### config.mk
export PLATFORM = sky130hd
export DESIGN_NAME = instr_fetch
export DESIGN_NICKNAME = d
export VERILOG_FILES = /design/src/rtl/cpu_pkg.sv /design/src/rtl/instr_fetch.sv
export SDC_FILE = /design/constraint.sdc
export NUM_CORES = 1
export LEC_CHECK = 0
export ABC_AREA = 1
export CAP_MARGIN = 20
export CORE_MARGIN = 4
export CORE_UTILIZATION = 40
export CTS_CLUSTER_DIAMETER = 40
export CTS_CLUSTER_SIZE = 14
export DETAILED_ROUTE_END_ITERATION = 6
export GPL_TIMING_DRIVEN = 0
export PLACE_DENSITY = 0.84
export SYNTH_ARGS = -nofsm -noshare
export SYNTH_HDL_FRONTEND = slang
export SYNTH_SLANG_ARGS = --single-unit
### constraint.sdc
create_clock -name clock -period 1.6 [get_ports clock]
set_input_delay 0.32 -clock clock [delete_from_list [all_inputs] [get_ports clock]]
set_output_delay 0.32 -clock clock [all_outputs]
set_load 0.01 [all_outputs]
### src/rtl/cpu_pkg.sv
// rtl/cpu_pkg.sv - shared CPU types: fetch state enum, instruction field positions, HALT opcode, default widths
package cpu_pkg;

   localparam int ADDR_W_DEF  = 4;
   localparam int INSTR_W_DEF = 16;

   localparam int OPC_MSB  = 15;
   localparam int OPC_LSB  = 12;
   localparam int SEL1_MSB = 11;
   localparam int SEL1_LSB = 8;
   localparam int SEL2_MSB = 7;
   localparam int SEL2_LSB = 4;
   localparam int DEST_MSB = 3;
   localparam int DEST_LSB = 0;

   localparam logic [3:0] OPC_HALT = 4'b1111;

   typedef enum logic [1:0] {
      ST_ISSUE = 2'd0,
      ST_WAIT  = 2'd1,
      ST_HOLD  = 2'd2,
      ST_HALT  = 2'd3
   } fetch_state_e;

endpackage

### src/rtl/instr_fetch.sv
// rtl/instr_fetch.sv - instruction fetch stage: PC, ROM read, one-entry output buffer, redirect squash
// Optional HALT opcode handling enabled by defining INSTR_FETCH_HALT_EN.
module instr_fetch
   import cpu_pkg::*;
#(
   parameter int ADDR_W  = ADDR_W_DEF,
   parameter int INSTR_W = INSTR_W_DEF
) (
   input  logic               clock,
   input  logic               reset,
   output logic [ADDR_W-1:0]  rom_addr,
   output logic               rom_ce,
   input  logic [INSTR_W-1:0] rom_data,
   input  logic               redirect,
   input  logic [ADDR_W-1:0]  redirect_pc,
   output logic               out_valid,
   input  logic               out_ready,
   output logic [INSTR_W-1:0] instr,
   output logic [ADDR_W-1:0]  instr_pc,
   output logic [3:0]         opcode,
   output logic [3:0]         select1,
   output logic [3:0]         select2,
   output logic [3:0]         dest,
   output logic               halted
);

   fetch_state_e       state_q, state_d;
   logic [ADDR_W-1:0]  pc_q, pc_d;
   logic [INSTR_W-1:0] instr_q, instr_d;
   logic [ADDR_W-1:0]  instr_pc_q, instr_pc_d;
   logic               valid_q, valid_d;

   always_ff @(posedge clock or posedge reset) begin
      if (reset) begin
         state_q    <= ST_ISSUE;
         pc_q       <= '0;
         instr_q    <= '0;
         instr_pc_q <= '0;
         valid_q    <= 1'b0;
      end else begin
         state_q    <= state_d;
         pc_q       <= pc_d;
         instr_q    <= instr_d;
         instr_pc_q <= instr_pc_d;
         valid_q    <= valid_d;
      end
   end

   always_comb begin
      state_d    = state_q;
      pc_d       = pc_q;
      instr_d    = instr_q;
      instr_pc_d = instr_pc_q;
      valid_d    = valid_q;
      case (state_q)
         ST_ISSUE: state_d = ST_WAIT;
         ST_WAIT: begin
            instr_d    = rom_data;
            instr_pc_d = pc_q;
            valid_d    = 1'b1;
            pc_d       = pc_q + 1'b1;
            state_d    = ST_HOLD;
         end
         ST_HOLD: begin
            if (out_ready) begin
               valid_d = 1'b0;
               state_d = ST_ISSUE;
`ifdef INSTR_FETCH_HALT_EN
               if (instr_q[OPC_MSB:OPC_LSB] == OPC_HALT) state_d = ST_HALT;
`endif
            end
         end
         ST_HALT: state_d = ST_HALT;
         default: state_d = ST_ISSUE;
      endcase
      // Redirect wins over everything; a word arriving in WAIT is dropped.
      if (redirect) begin
         pc_d       = redirect_pc;
         valid_d    = 1'b0;
         instr_d    = instr_q;
         instr_pc_d = instr_pc_q;
         state_d    = ST_ISSUE;
      end
   end

   assign rom_ce    = (state_q == ST_ISSUE) && !reset;
   assign rom_addr  = pc_q;
   assign out_valid = valid_q;
   assign instr     = instr_q;
   assign instr_pc  = instr_pc_q;
   assign opcode    = instr_q[OPC_MSB:OPC_LSB];
   assign select1   = instr_q[SEL1_MSB:SEL1_LSB];
   assign select2   = instr_q[SEL2_MSB:SEL2_LSB];
   assign dest      = instr_q[DEST_MSB:DEST_LSB];

`ifdef INSTR_FETCH_HALT_EN
   assign halted = (state_q == ST_HALT);
`else
   assign halted = 1'b0;
`endif

endmodule
* Yosys cells after proc, flatten, opt, wreduce, memory -nomap -nowiden *
Index checks and enable logic that the tools add are counted.

cells by class
  add/subtract/negate cells = 1
  eq/ne operators = 4
  mux-type cells = 8
  bitwise gates (word level) = 1
  reductions and logical operators = 7

operators by type and width
  kind                 number
  $mux 4               2
  $pmux 2 s4           1
  $add 4x1->4 const B  1
  $eq 2x2->1 const B   2
  $mux 2               2
  $reduce_and 2->1     2
  $ne 3x3->1 const B   1
  $reduce_bool 3->1    1
  $eq 2x1->1 const B   1
  $logic_not 2->1      1
  $mux 1               2
  $pmux 1 s2           1
  $reduce_bool 2->1    1
  $logic_and 1x1->1    1
  $logic_not 1->1      1
  $not 1->1            1

storage, ports and cells
  register bits = 27
  input port bits = 24
  output and inout bits = 43
  logic and storage cells = 26

* Depth between registers and ports, before layout *
Gate-level depths: netlist (run 1).

  word-level depth = 3
  mapped depth = 7
  gate-level depth less buffers = 7

* Worst setup path before layout (run 1) *
No wires, ideal clock.

  path type = register -> register
  from = register state_q[1]
  to = register pc_q[1], in the netlist rom_addr[1]
  data arrival time = 1108 ps
  required time = 1532 ps
  slack = 424 ps
  stages on the path, launching flop included = 8
  cells stage by stage = dfrtp_1 -> inv_1 -> ha_1 -> inv_2 -> nor2_4 -> buf_4 -> nand2_1 -> nand3_1

between the ends
  cells in the longest elaborated chain, start to end = 2

ends and longest elaborated chain
  what                                RTL line           text
  from (decl)                         instr_fetch.sv:27  fetch_state_e state_q, state_d;
  from (signal assigned)              instr_fetch.sv:41  state_q <= state_d;
  $eq 2x1->1                          instr_fetch.sv:55  case (state_q)
  $reduce_bool 2->1 (no source line)  --
  to (signal assigned)                instr_fetch.sv:42  pc_q <= pc_d;
  to (decl)                           instr_fetch.sv:28  logic [ADDR_W-1:0] pc_q, pc_d;

No other way between the ends.
A chain may end at the register's enable or synchronous reset.

* Worst setup path in the final report (run 1) *
  from = register state_q[1]
  to = output rom_ce

between the ends
  cells in the longest elaborated chain, start to end = 2

ends and longest elaborated chain
  what               RTL line           text
  $logic_not 2->1    instr_fetch.sv:86  assign rom_ce = (state_q == ST_ISSUE) && !reset;
  $logic_and 1x1->1  instr_fetch.sv:86
  to (decl)          instr_fetch.sv:12  output logic rom_ce,

No other way between the ends.

==> results of run 1 <==
[cells by family after synthesis]
logic type / synth area share
AO/OA/AOI/OAI: 0.0241
adder cells (fa/ha/maj): 0.0463
AND/OR/NAND/NOR: 0.268
flip-flops: 0.500
buffers and inverters: 0.153
other: 0.00278
XOR/XNOR: 0.00648
[state kept, by name (all words and copies together) (netlist names)]
name and count:
instr 16, instr_pc 4, out_valid 1, rom_addr 4, state_q 2
[final timing paths]
check                                             start                 endpoint  slack, ns  depth (start not counted)
max in group asynchronous                         reset  rom_addr[0]$_DFFE_PP0P_       0.94                          3
min in group clock                             redirect  rom_addr[1]$_DFFE_PP0P_       0.25                          3
worst max-delay path             state_q[1]$_DFFE_PP0P_                   rom_ce       0.06                          5
worst min-delay path                              reset    instr[14]$_DFFE_PP0P_       0.25                          2
worst min register to register  instr_pc[0]$_DFFE_PP0P_  instr_pc[0]$_DFFE_PP0P_       0.50                          2
worst max register to register   state_q[0]$_DFFE_PP0P_     instr[9]$_DFFE_PP0P_       0.25                          7
[cell type report]
| type | count | area (um2) |
|---|---|---|
| Fill cell | 270 | 946 |
| Timing Repair Buffer | 77 | 773 |
| Sequential cell | 27 | 677 |
| Multi-Input combinational cell | 102 | 469 |
| Buffer | 22 | 173 |
| Tap cell | 44 | 55.1 |
| Inverter | 9 | 33.8 |
| Clock buffer | 4 | 26.3 |
[repair_timing]
item / in CTS / in global routing
pin swaps: 0 / 0
setup buffers: 10 / 2
resized for setup: 28 / 19
endpoints found under the setup margin: 26 / 20
[per-layer routing]
layer | share of wire | vias up
met5 | 0 | -
met4 | 0.0037 | 0
met3 | 0.066 | 2
met2 | 0.52 | 41
met1 | 0.41 | 584
li1 | - | 637
[power by group through the flow]
stage	clock network (mW)	logic [mW]	registers (mW)
6_report	0.298	1.32	0.997
4_1_cts	0.307	1.35	1.00
3_3_place_gp	0	1.34	1.02
3_5_place_dp	0	1.37	1.04
5_1_grt	0.331	1.44	1.03
2_1_floorplan	0	0.522	1.11
[stage by stage]
stage / setup TNS, ns / area, um2
2_1_floorplan: 0 / 1350
3_3_place_gp: -0.828 / 2050
3_5_place_dp: -1.39 / 2050
4_1_cts: 0 / 2120
5_1_grt: -0.0647 / 2210
6_report: 0 / 2210
[layout by cell type, fill, tap and decap left out, drive strengths merged]
cell type	synthesis	final
dlygate4sd2	0	22
ha	5	5
xnor2	1	1
nand4	2	2
clkdlybuf4s50	0	22
nor2	9	9
a21boi	2	2
buf	22	36
inv	9	9
dfrtp	27	27
nand3	7	7
o211ai	1	1
o21ai	2	2
nand2	72	72
conb	1	1
clkbuf	0	4
dlymetal6s2s	0	19
==> flow_summary.ini, run 1 <==
[cts]
cts_tree = done
cts_max_path_buffers = 2
ctsHoldBuffers = 0
htree_levels = 1
root_buffer = clkbuf_4
clock_sinks = 27
numCtsBuffers = 3
clock_latency_ns = 0.33
cts.clk_slew.worst_paths_ns = 0.15

[placement]
port_buffers = 64
hpwl_mm = 2.47
dp_cells = 268
gp_congestion = 0.790
dp_slack_ns = -0.102

[setup_path]
worst_ep_arrival_time_ns = 1.22
cp_num_buf_inv = 3
cp_top_family = flip-flops
max_stage_delay_ns = 0.42
cp_cell_sequence = inv_1, ha_1, inv_1, nor2_1, buf_2
crit_type = reg -> out
start_kind = register
setup.worst_path.end_class = output port
cp_max_fo = 2
crit_slowest_cell = dfrtp_1
crit_top_cell = inv_1
required_ns = 1.28

[global_routing]
use_met1 = 0.184
grt_busiest_layer = met2
antenna_found_initial = 0
grt_pass1_vias = 1230
grt_use_met2 = 0.299
grt_pass1_wl_mm = 5.42
grtUsageMet3 = 0.0391
grt_usage = 0.160
overflow = 0
grt_max_degree = 28

[logic_synthesis]
ys_types = 17
ys_seq_area_frac = 0.500
async_reset_ff_frac = 1.00
synthCells = 160
ys_ff_latch = 27
synth_top_cell_area_share = 0.500
synth_area_leaders = dfrtp_1 50%, nand2_1 20%, buf_4 11%
netlist_area_mm2 = 0.00135
synth_ff_type = dfrtp_1
synthTopCellsByCount = 71 x nand2_1, 27 x dfrtp_1, 20 x buf_4
yosysWarningCount = 0
synth_edf_count = 0
yosysTopAreaCell = dfrtp_1
synth.most_common_cell = nand2_1
syn_avg_cell_area_um2 = 8.45
synth_nets = 189

[floorplanning]
dieArea_mm2 = 0.00437
rows = 20
die_w_um = 66.1
start_util = 0.429
core-area_mm2 = 0.00315
die_h_um = 66.1
io_pins = 67

[sta]
clock.fmax_ghz = 0.649
hold_viol = 0
fin_crit_ns = 1.54
whs_ns = 0.246
final.setup.worst_slack_ns = 0.0589
slew_viol_final = 0
fin_skew_ns = 0.0117
setup_viol = 0
rsz0062_at_grt = true
min_period_over_period = 0.963

[pwr]
power_frac_seq = 0.381
pwr-share-clk = 0.114
power_mw = 2.62
p_sw_frac = 0.337
power_density_mw_per_mm2 = 1190
power_switching_mw = 0.883
combPwrFrac = 0.505
p_leak_nw = 1.38
ir_worst_vdd_mv = 0.708
intPower_mw = 1.73

[cells_and_area]
utilization = 0.700
layout-drive-gt1-share = 0.187
fin_nets = 271
final_cells = 285
n_antenna_cell = 0
synthToLayoutAreaGrowth_pct = 63.3

[job]
maxCapViolCount = 0

[route]
viasPerCell = 4.44
drc = 0
drt-pass1-iter-count = 4
drtIter0Drc = 59
wl_per_cell_um = 12.3
vias = 1264
drt-total-wl_mm = 3.50
antenna_left = 0

[status]
status = finished, final reports clean

[hold_path]
hp-class = in -> async
No activity file was read; power rests on OpenSTA's default activity.
==> run 2, diff against run 1 <==
- CORE_UTILIZATION: 40 -> 36
- PLACE_DENSITY: 0.84 -> 0.8
- SLEW_MARGIN: unset -> 20
- clock period: 1.6 -> 1.4 ns (I/O delays scaled with it)
==> run 2 against run 1 <==
Compared with the run above: the flow now finishes with violations (setup timing); first-iteration DRC count decreased by 22%; via count decreased by 2.1%; clock power increased by 47%; routed wire length decreased by 6.8%; critical path depth unchanged; register-to-register slack got worse by 0.14 ns; die area increased by 9.7%; sequential power increased by 13%; final area decreased by 1.7%; count of clock-buffer cells in the layout decreased by 1; total power increased by 16%.
==> flow_summary.ini, run 2 (synthesis gave the netlist of run 1 again) <==
[placement]
hpwl_mm = 2.29
port_buffers = 64
gp_congestion = 0.834
place_area_mm2 = 0.00205
dp_cells = 270

[sta]
min_period_over_period = 1.01
final.setup.worst_slack_ns = -0.0137
max_slew.worst_pin.slew_ns = 0.555
hold_viol = 0
fin_crit_ns = 1.41
rsz0062_at_grt = true
setup_viol = 1
max-slew-margin-rel = 0.629
fin_skew_ns = 0.00143
slew_viol_final = 0
clock.fmax_ghz = 0.707

[status]
status = finished, violations left
violations = setup timing

[setup_path]
rrSetupSlack_ns = 0.11
worst_ep_arrival_time_ns = 1.13
cp_top_family = flip-flops
max_stage_delay_ns = 0.40
cp_max_fo = 2
cp_cell_sequence = inv_2, ha_4, inv_2, nor2_1, buf_2
crit_slowest_cell = dfrtp_1
start_kind = register
setup.worst_path.end_class = output port
crit_top_cell = inv_2
required_ns = 1.12
cp_num_buf_inv = 3
crit_type = reg -> out

[cells_and_area]
final_cells = 288
final_cell_area_mm2 = 0.00217
final_common_cell = nand2_1
regArea_um2 = 677
fin_nets = 272
largest_reg_flops = 16
synthToLayoutAreaGrowth_pct = 60.6
n_antenna_cell = 0
layout-drive-gt1-share = 0.219
final.fill_count = 340
final_cell_mix = 71 x nand2_1, 38 x dlygate4sd2_1, 34 x buf_4
multi_input_area_um2 = 489

[cts]
cts.clk_slew.worst_paths_ns = 0.09
cts_tree = done
root_buffer = clkbuf_8
htree_levels = 1
clock_sinks = 27
ctsHoldBuffers = 0
clock_latency_ns = 0.27
cts_max_path_buffers = 2
numCtsBuffers = 3

[job]
maxCapViolCount = 0

[pwr]
p_leak_nw = 1.20
power_density_mw_per_mm2 = 1390
intPower_mw = 2.02
power_switching_mw = 1.00
pwr-share-clk = 0.145
combPwrFrac = 0.480
p_sw_frac = 0.331
ir_worst_vdd_mv = 0.846
power_frac_seq = 0.375

[route]
drc = 0
drt-pass1-iter-count = 4
wl_per_cell_um = 11.3
drtIter0Drc = 46
antenna_left = 0
viasPerCell = 4.30
vias = 1238
drt-total-wl_mm = 3.26

[global_routing]
grt_max_degree = 28
antenna_found_initial = 0
grt_pass1_vias = 1162
grt_usage = 0.131
overflow = 0
grt_pass1_wl_mm = 5.24

[floorplanning]
die_h_um = 69.3
start_util = 0.390
rows = 21
dieArea_mm2 = 0.00480
core-area_mm2 = 0.00347
die_w_um = 69.3
io_pins = 67

[hold_path]
hp-class = in -> reg
## run 2: changes by cell type in the layout (fill, tap and decap cells not counted), moves of 2 or more
cell and delta:
dlymetal6s2s_1 -19, ha_1 -2, inv_2 +3, clkdlybuf4s15_1 +3, dlygate4sd2_1 +16, inv_1 -3
clkbuf_8 +3, clkbuf_4 -3, buf_4 +2
## run 2: path summary, 6_finish.rpt
path | start | end | depth (start not counted)
setup / recovery | state_q[1]$_DFFE_PP0P_ | rom_ce | 5
hold reg to reg | instr_pc[1]$_DFFE_PP0P_ | instr_pc[1]$_DFFE_PP0P_ | 2
min in group asynchronous | reset | state_q[0]$_DFFE_PP0P_ | 2
hold / removal | redirect | rom_addr[1]$_DFFE_PP0P_ | 3
max in group asynchronous | reset | rom_addr[0]$_DFFE_PP0P_ | 2
setup reg to reg | state_q[1]$_DFFE_PP0P_ | rom_addr[1]$_DFFE_PP0P_ | 7
## run 2: area by class of cell
| type | count | share of cell area |
|---|---|---|
| clock buffers | 3 | 0.0190 |
| flip-flops and latches | 27 | 0.312 |
| well taps | 46 | 0.0265 |
| clock inverters | 1 | 0.00231 |
| multi-input cells | 102 | 0.225 |
| plain buffers | 22 | 0.0796 |
| inverters | 9 | 0.0156 |
| repair buffers | 78 | 0.319 |
## run 2: metal layers
layer | vias up | track usage | routed length (um)
met5 | - | 0 | 0
met4 | 0 | 0.0390 | 33
met3 | 4 | 0.0290 | 178
met2 | 45 | 0.238 | 1650
met1 | 554 | 0.153 | 1400
li1 | 635 | - | -
## run 2: repair_timing
item / 4_1_cts / 5_1_grt
pin swaps: 0 / 2
endpoints found under the setup margin: 42 / 11
setup buffers: 10 / 4
gates resized for setup: 45 / 11
## run 2: metrics by stage
| stage | worst slack (ns) | setup TNS [ns] | hold slack, ns | total power [mW] | util |
|---|---|---|---|---|---|
| global placement | -0.216 | -5.79 | 0.463 | 2.71 | 0.591 |
| CTS | -0.168 | -0.168 | 0.281 | 3.01 | 0.612 |
| floorplan | 0.224 | 0 | 0.333 | 1.86 | - |
| finish | -0.0137 | -0.0137 | 0.281 | 3.02 | 0.626 |
| global route | -0.100 | -0.106 | 0.281 | 3.23 | 0.626 |
| detailed placement | -0.217 | -4.97 | 0.465 | 2.74 | 0.591 |
## run 2: power groups by stage
stage | logic [mW] | clock network (mW) | registers [mW]
finish | 1.45 | 0.437 | 1.13
global route | 1.57 | 0.495 | 1.16
CTS | 1.42 | 0.455 | 1.14
detailed placement | 1.56 | 0 | 1.18
global placement | 1.54 | 0 | 1.17
floorplan | 0.597 | 0 | 1.27
## run 2: tightest hold or removal path: stages
cell and delay, ns:
buf_6 0.11, nand2_1 0.05, nand3_1 0.07
